`src/rtl/uart_loader_pkg.sv`:
```
// Shared types and constants for the UART program loader.
package uart_loader_pkg;

  // Loader controller states.
  typedef enum logic [1:0] {
    ST_IDLE  = 2'd0,
    ST_COUNT = 2'd1,
    ST_DATA  = 2'd2,
    ST_CHECK = 2'd3
  } state_t;

  // First byte of every load packet.
  localparam logic [7:0] MAGIC = 8'hA5;

  // Instruction word width.
  localparam int WORD_W = 32;

endpackage

```
`src/rtl/byte_packer.sv`:
```
// Assembles little-endian 32-bit words from a byte stream and keeps a
// running XOR of every byte accepted since the last clear.
module byte_packer
  import uart_loader_pkg::*;
(
  input  logic              bot_clk,
  input  logic              reset,
  input  logic              clear,
  input  logic              byte_en,
  input  logic [7:0]        byte_in,
  output logic [WORD_W-1:0] word,
  output logic              word_last,
  output logic [7:0]        acc
);

  logic [1:0]  idx;
  logic [23:0] lanes;

  // Lane capture, byte index and checksum accumulator.
  always_ff @(posedge bot_clk or negedge reset) begin
    if (!reset) begin
      idx   <= 2'd0;
      lanes <= 24'd0;
      acc   <= 8'd0;
    end else if (clear) begin
      idx   <= 2'd0;
      lanes <= 24'd0;
      acc   <= 8'd0;
    end else if (byte_en) begin
      acc <= acc ^ byte_in;
      idx <= idx + 2'd1;
      case (idx)
        2'd0:    lanes[7:0]   <= byte_in;
        2'd1:    lanes[15:8]  <= byte_in;
        2'd2:    lanes[23:16] <= byte_in;
        default: ;
      endcase
    end
  end

  // The 4th byte is taken straight from the input so the complete word is
  // available in the same cycle as its last strobe.
  assign word      = {byte_in, lanes};
  assign word_last = (idx == 2'd3);

endmodule

```
`src/rtl/uart_loader.sv`:
```
// Program-load controller: parses magic/count/data/checksum packets from the
// UART receiver, writes words into instruction memory and holds the CPU in
// reset until a packet has been accepted cleanly.
//
// Handshake: rx_status is a one-cycle strobe qualifying rx_data; there is no
// back-pressure, every strobe is consumed in the cycle it appears. mem_we,
// load_done and load_err are one-cycle strobes with no acknowledge.
module uart_loader
  import uart_loader_pkg::*;
#(
  parameter int                ADDR_W    = 8,
  parameter logic [ADDR_W-1:0] BASE_ADDR = '0,
  parameter int                TIMEOUT   = 4096
) (
  input  logic              bot_clk,
  input  logic              reset,
  input  logic              rx_status,
  input  logic [7:0]        rx_data,
  output logic              mem_we,
  output logic [ADDR_W-1:0] mem_addr,
  output logic [WORD_W-1:0] mem_wdata,
  output logic              cpu_hold,
  output logic              busy,
  output logic              load_done,
  output logic              load_err,
  output state_t            dbg_state
);

  localparam int                TO_W    = $clog2(TIMEOUT + 1);
  localparam logic [TO_W-1:0]   TO_LAST = TO_W'(TIMEOUT - 1);
  localparam logic [TO_W-1:0]   TO_ONE  = TO_W'(1);
  localparam logic [ADDR_W-1:0] ADDR_ONE = ADDR_W'(1);

  state_t              state, state_nxt;
  logic [7:0]          words_left;
  logic [ADDR_W-1:0]   addr;
  logic [TO_W-1:0]     to_cnt;

  logic                do_count, do_write, do_done, do_err, hold_set;
  logic                timeout;
  logic                pk_en;
  logic [WORD_W-1:0]   pk_word;
  logic                pk_last;
  logic [7:0]          pk_acc;

  assign pk_en = rx_status && (state == ST_DATA);

  byte_packer u_packer (
    .bot_clk   (bot_clk),
    .reset     (reset),
    .clear     (do_count),
    .byte_en   (pk_en),
    .byte_in   (rx_data),
    .word      (pk_word),
    .word_last (pk_last),
    .acc       (pk_acc)
  );

  // A byte in the same cycle always beats the timeout.
  assign timeout = (state != ST_IDLE) && !rx_status && (to_cnt == TO_LAST);

  // State register.
  always_ff @(posedge bot_clk or negedge reset) begin
    if (!reset) state <= ST_IDLE;
    else        state <= state_nxt;
  end

  // Next-state and per-cycle action decode.
  always_comb begin
    state_nxt = state;
    do_count  = 1'b0;
    do_write  = 1'b0;
    do_done   = 1'b0;
    do_err    = 1'b0;
    hold_set  = 1'b0;
    case (state)
      ST_IDLE: begin
        if (rx_status && rx_data == MAGIC) begin
          state_nxt = ST_COUNT;
          hold_set  = 1'b1;
        end
      end
      ST_COUNT: begin
        if (rx_status) begin
          do_count  = 1'b1;
          state_nxt = (rx_data == 8'd0) ? ST_CHECK : ST_DATA;
        end
      end
      ST_DATA: begin
        if (rx_status && pk_last) begin
          do_write = 1'b1;
          if (words_left == 8'd1) state_nxt = ST_CHECK;
        end
      end
      ST_CHECK: begin
        if (rx_status) begin
          state_nxt = ST_IDLE;
          if (rx_data == pk_acc) do_done = 1'b1;
          else                   do_err  = 1'b1;
        end
      end
      default: state_nxt = ST_IDLE;
    endcase
    if (timeout) begin
      state_nxt = ST_IDLE;
      do_err    = 1'b1;
    end
  end

  // Word counter and write address; address wraps at 2^ADDR_W.
  always_ff @(posedge bot_clk or negedge reset) begin
    if (!reset) begin
      words_left <= 8'd0;
      addr       <= BASE_ADDR;
    end else if (do_count) begin
      words_left <= rx_data;
      addr       <= BASE_ADDR;
    end else if (do_write) begin
      words_left <= words_left - 8'd1;
      addr       <= addr + ADDR_ONE;
    end
  end

  // Inter-byte timeout counter, idle-cleared and cleared by every byte.
  always_ff @(posedge bot_clk or negedge reset) begin
    if (!reset)                             to_cnt <= '0;
    else if (state == ST_IDLE || rx_status) to_cnt <= '0;
    else if (to_cnt != TO_LAST)             to_cnt <= to_cnt + TO_ONE;
  end

  // Registered memory port, status strobes and CPU hold.
  always_ff @(posedge bot_clk or negedge reset) begin
    if (!reset) begin
      mem_we    <= 1'b0;
      mem_addr  <= BASE_ADDR;
      mem_wdata <= '0;
      load_done <= 1'b0;
      load_err  <= 1'b0;
      cpu_hold  <= 1'b1;
    end else begin
      mem_we    <= do_write;
      load_done <= do_done;
      load_err  <= do_err;
      if (do_write) begin
        mem_addr  <= addr;
        mem_wdata <= pk_word;
      end
      if (hold_set)     cpu_hold <= 1'b1;
      else if (do_done) cpu_hold <= 1'b0;
    end
  end

  assign busy      = (state != ST_IDLE);
  assign dbg_state = state;

endmodule
```
`config.mk`:
```
export PLATFORM = sky130hd
export DESIGN_NAME = uart_loader
export DESIGN_NICKNAME = d
export VERILOG_FILES = /design/src/rtl/uart_loader_pkg.sv /design/src/rtl/byte_packer.sv /design/src/rtl/uart_loader.sv
export SDC_FILE = /design/constraint.sdc
export NUM_CORES = 1
export LEC_CHECK = 0
export ABC_AREA = 1
export CELL_PAD_IN_SITES_DETAIL_PLACEMENT = 1
export CELL_PAD_IN_SITES_GLOBAL_PLACEMENT = 2
export CORE_ASPECT_RATIO = 1.25
export CORE_MARGIN = 4
export CORE_UTILIZATION = 37
export DETAILED_ROUTE_END_ITERATION = 8
export GPL_ROUTABILITY_DRIVEN = 0
export PLACE_DENSITY_LB_ADDON = 0.1
export SYNTH_ARGS = -nofsm -noshare
export SYNTH_HDL_FRONTEND = slang
export SYNTH_SLANG_ARGS = --single-unit
```
`constraint.sdc`:
```
create_clock -name bot_clk -period 2.8 [get_ports bot_clk]
set_input_delay 0.28 -clock bot_clk [delete_from_list [all_inputs] [get_ports bot_clk]]
set_output_delay 0.28 -clock bot_clk [all_outputs]
set_load 0.005 [all_outputs]
```
==> results.ini <==
[clock_network]
clock_sinks = 109
cts_root_buf = clkbuf_16
htree_levels = 3
cts_tree = yes
cts.path.max_buffers = 2
cts_buffers = 9
clk_latency_ps = 350
clkTransAtPathRegs_ps = 70
cts_setup_buffers = 0

[layout]
num-nets-final = 645
drive_gt1_frac = 0.0574
antenna_cells = 0
fin_util = 0.452
area_growth_pct = 20.2

[yosys]
synth_fp_nets = 588
synth-edff-count = 0
synth_area_sq_um = 4960
synth_top_area_frac = 0.545
ys_ff_latch = 109
synth.yosys.seq_area_share = 0.550
synth_most_common_cell = nand2_1
synth-main-ff-cell = dfrtp_1
ys.warnings.count = 0
ys_async_sr_fraction = 1.00
synth_top_area_cell = dfrtp_1
synth_cell_type_count = 34
yosys-top-cells-area = dfrtp_1 55%, nand2_1 10%, o21ai_0 6.5%
synth_area_per_cell_sq_um = 8.77
synthCells = 565
synth_common_cells = 135 x nand2_1, 108 x dfrtp_1, 69 x inv_1

[worst_setup_path]
end_kind = register
rr_worst_depth = 7
startpoint = dbg_state[0]
cp.required_ps = 3000
regToRegSetupSlack_ps = 680
slowest_delay_ps = 550
crit_type = register to register
r2r_start = dbg_state[0]
path_cells = inv_1, ha_1, nand2_2, nor2_8, inv_2, buf_4, o21ai_0
r2r_end = mem_wdata[14]
cp_slowest_cell = buf_4
crit_arrival_ps = 2320
startpoint_type = register
critPathMaxFanout = 78

[floorplanning]
row_count = 47
core_sq_um = 13200
start_util = 0.376
io-pin-count = 58
dieHeight_um = 137
chipWidth_um = 112
dieArea_sq_um = 15300

[global_routing]
grt_antenna_before_repair = 0
grt-ovfl-total = 0
grt_usage = 0.167
grt_pass1_wl_um = 20400
grt_max_degree = 80
first_global_vias = 4099

[route]
wl_um = 12200
drt-pass1-iter-count = 4
viasPerCell = 4.85
first_iter_violations = 144
route.vias.total = 3870
drc = 0
antenna_left = 0
wl_per_cell_um = 15.3

[sta]
hold_violations = 0
rsz0062_at_grt = false
finalSetupViolCount = 0
tns_ps = 0
setup_ws_ps = 677
relSlewSlack = 0.538
finalCritPeriodShare = 0.758
finalClockSkew_ps = 5.96
fin_crit_ps = 2120
fmax_mhz = 471
worst_slew_pin_slew_ps = 692
report.final.slew_viol_count = 0

[placement]
place_ws_ps = 594
port_buffers = 57
place_hpwl_um = 8900

[run]
cap_violations = 0

[power_and_ir_drop]
ir_drop_v = 0.000355
power.density_nw_per_um2 = 934
finalPower_mw = 5.57
leakage_nw = 2.80

[outcome]
status = completed

[worst_hold_path]
hold_path.class = primary input to async pin

-- critical path: cells and delay by family, from the launching register on --
| family | cells | cell delay, ps |
|---|---|---|
| adder cells (fa/ha/maj) | 1 | 250 |
| flip-flops | 1 | 400 |
| AND/OR/NAND/NOR | 2 | 360 |
| AO/OA/AOI/OAI | 1 | 180 |
| buffers and inverters | 3 | 740 |
-- per-stage QoR --
step,cell area (sq um),hold WS (ps),std cells
6_report,5960,412,798
3_5_place_dp,5660,256,781
3_3_place_gp,5660,249,781
4_1_cts,5960,421,798
2_1_floorplan,4960,-15.6,565
5_1_grt,5960,450,798
-- sequential cells by signal (all words and copies together), names as in the netlist, 8 cells and up --
signal / cells
mem_wdata: 32
mem_addr: 8
to_cnt: 13
u_packer.lanes: 24
words_left: 8
u_packer.acc: 8
addr: 8
-- area by class of cell --
type	count	area, sq um
sequential	109	2730
tap	171	214
fill	1597	7210
multi-input combinational	367	1830
clock inverter	6	46.3
clock buffer	10	239
timing repair buffer	62	621
inverter	73	277
-- worst max-delay path by stage --
stage,endpoint,slack (ps),depth (start not counted)
2_1_floorplan,u_packer.lanes[6],1250,10
3_3_place_gp,mem_wdata[9],660,6
3_5_place_dp,mem_wdata[7],590,6
4_1_cts,mem_wdata[7],620,7
5_1_grt,mem_wdata[25],440,8
6_report,mem_wdata[14],680,7
-- layer usage --
layer	vias up	wire [um]	track usage
li1	1917	-	-
met1	1903	5420	0.206
met2	43	6320	0.303
met3	7	298	0.0286
met4	0	141	0.0446
met5	-	0	0
-- placed cells by master (no fill, tap or decap), types with 3 or more instances in the layout --
cell and count:
nand4_1 6, clkbuf_16 9, nor3_1 9, dfrtp_1 108, nor2_1 45, clkdlybuf4s50_1 56
o21ai_1 22, a21oi_1 8, buf_4 4, ha_1 12, o221ai_1 4, o21ai_0 64
nand2_1 135, xor2_1 7, nand3_1 26, a31oi_1 3, nand2_2 7, inv_1 69
xnor2_1 7
-- what timing repair did --
item,in CTS,in global routing
endpoints found under the setup margin,0,0
hold buffers,1,0
hold endpoints to repair,30,0
resized for setup,0,0
-- cells by family (layout without fill, tap and decap cells) --
logic type,Yosys count,in the layout,share of synthesized area
multiplexers,1,1,0.00227
flip-flops,109,109,0.550
AO/OA/AOI/OAI,108,108,0.116
buffers and inverters,89,151,0.0795
adder cells (fa/ha/maj),12,12,0.0303
AND/OR/NAND/NOR,232,232,0.197
XOR/XNOR,14,14,0.0247
-- power by group --
part	switching, mW	internal [mW]
clock	0.605	0.637
sequential	0.275	2.11
combinational	1.02	0.912
total	1.90	3.66
Power figures use the tool's default switching activity.
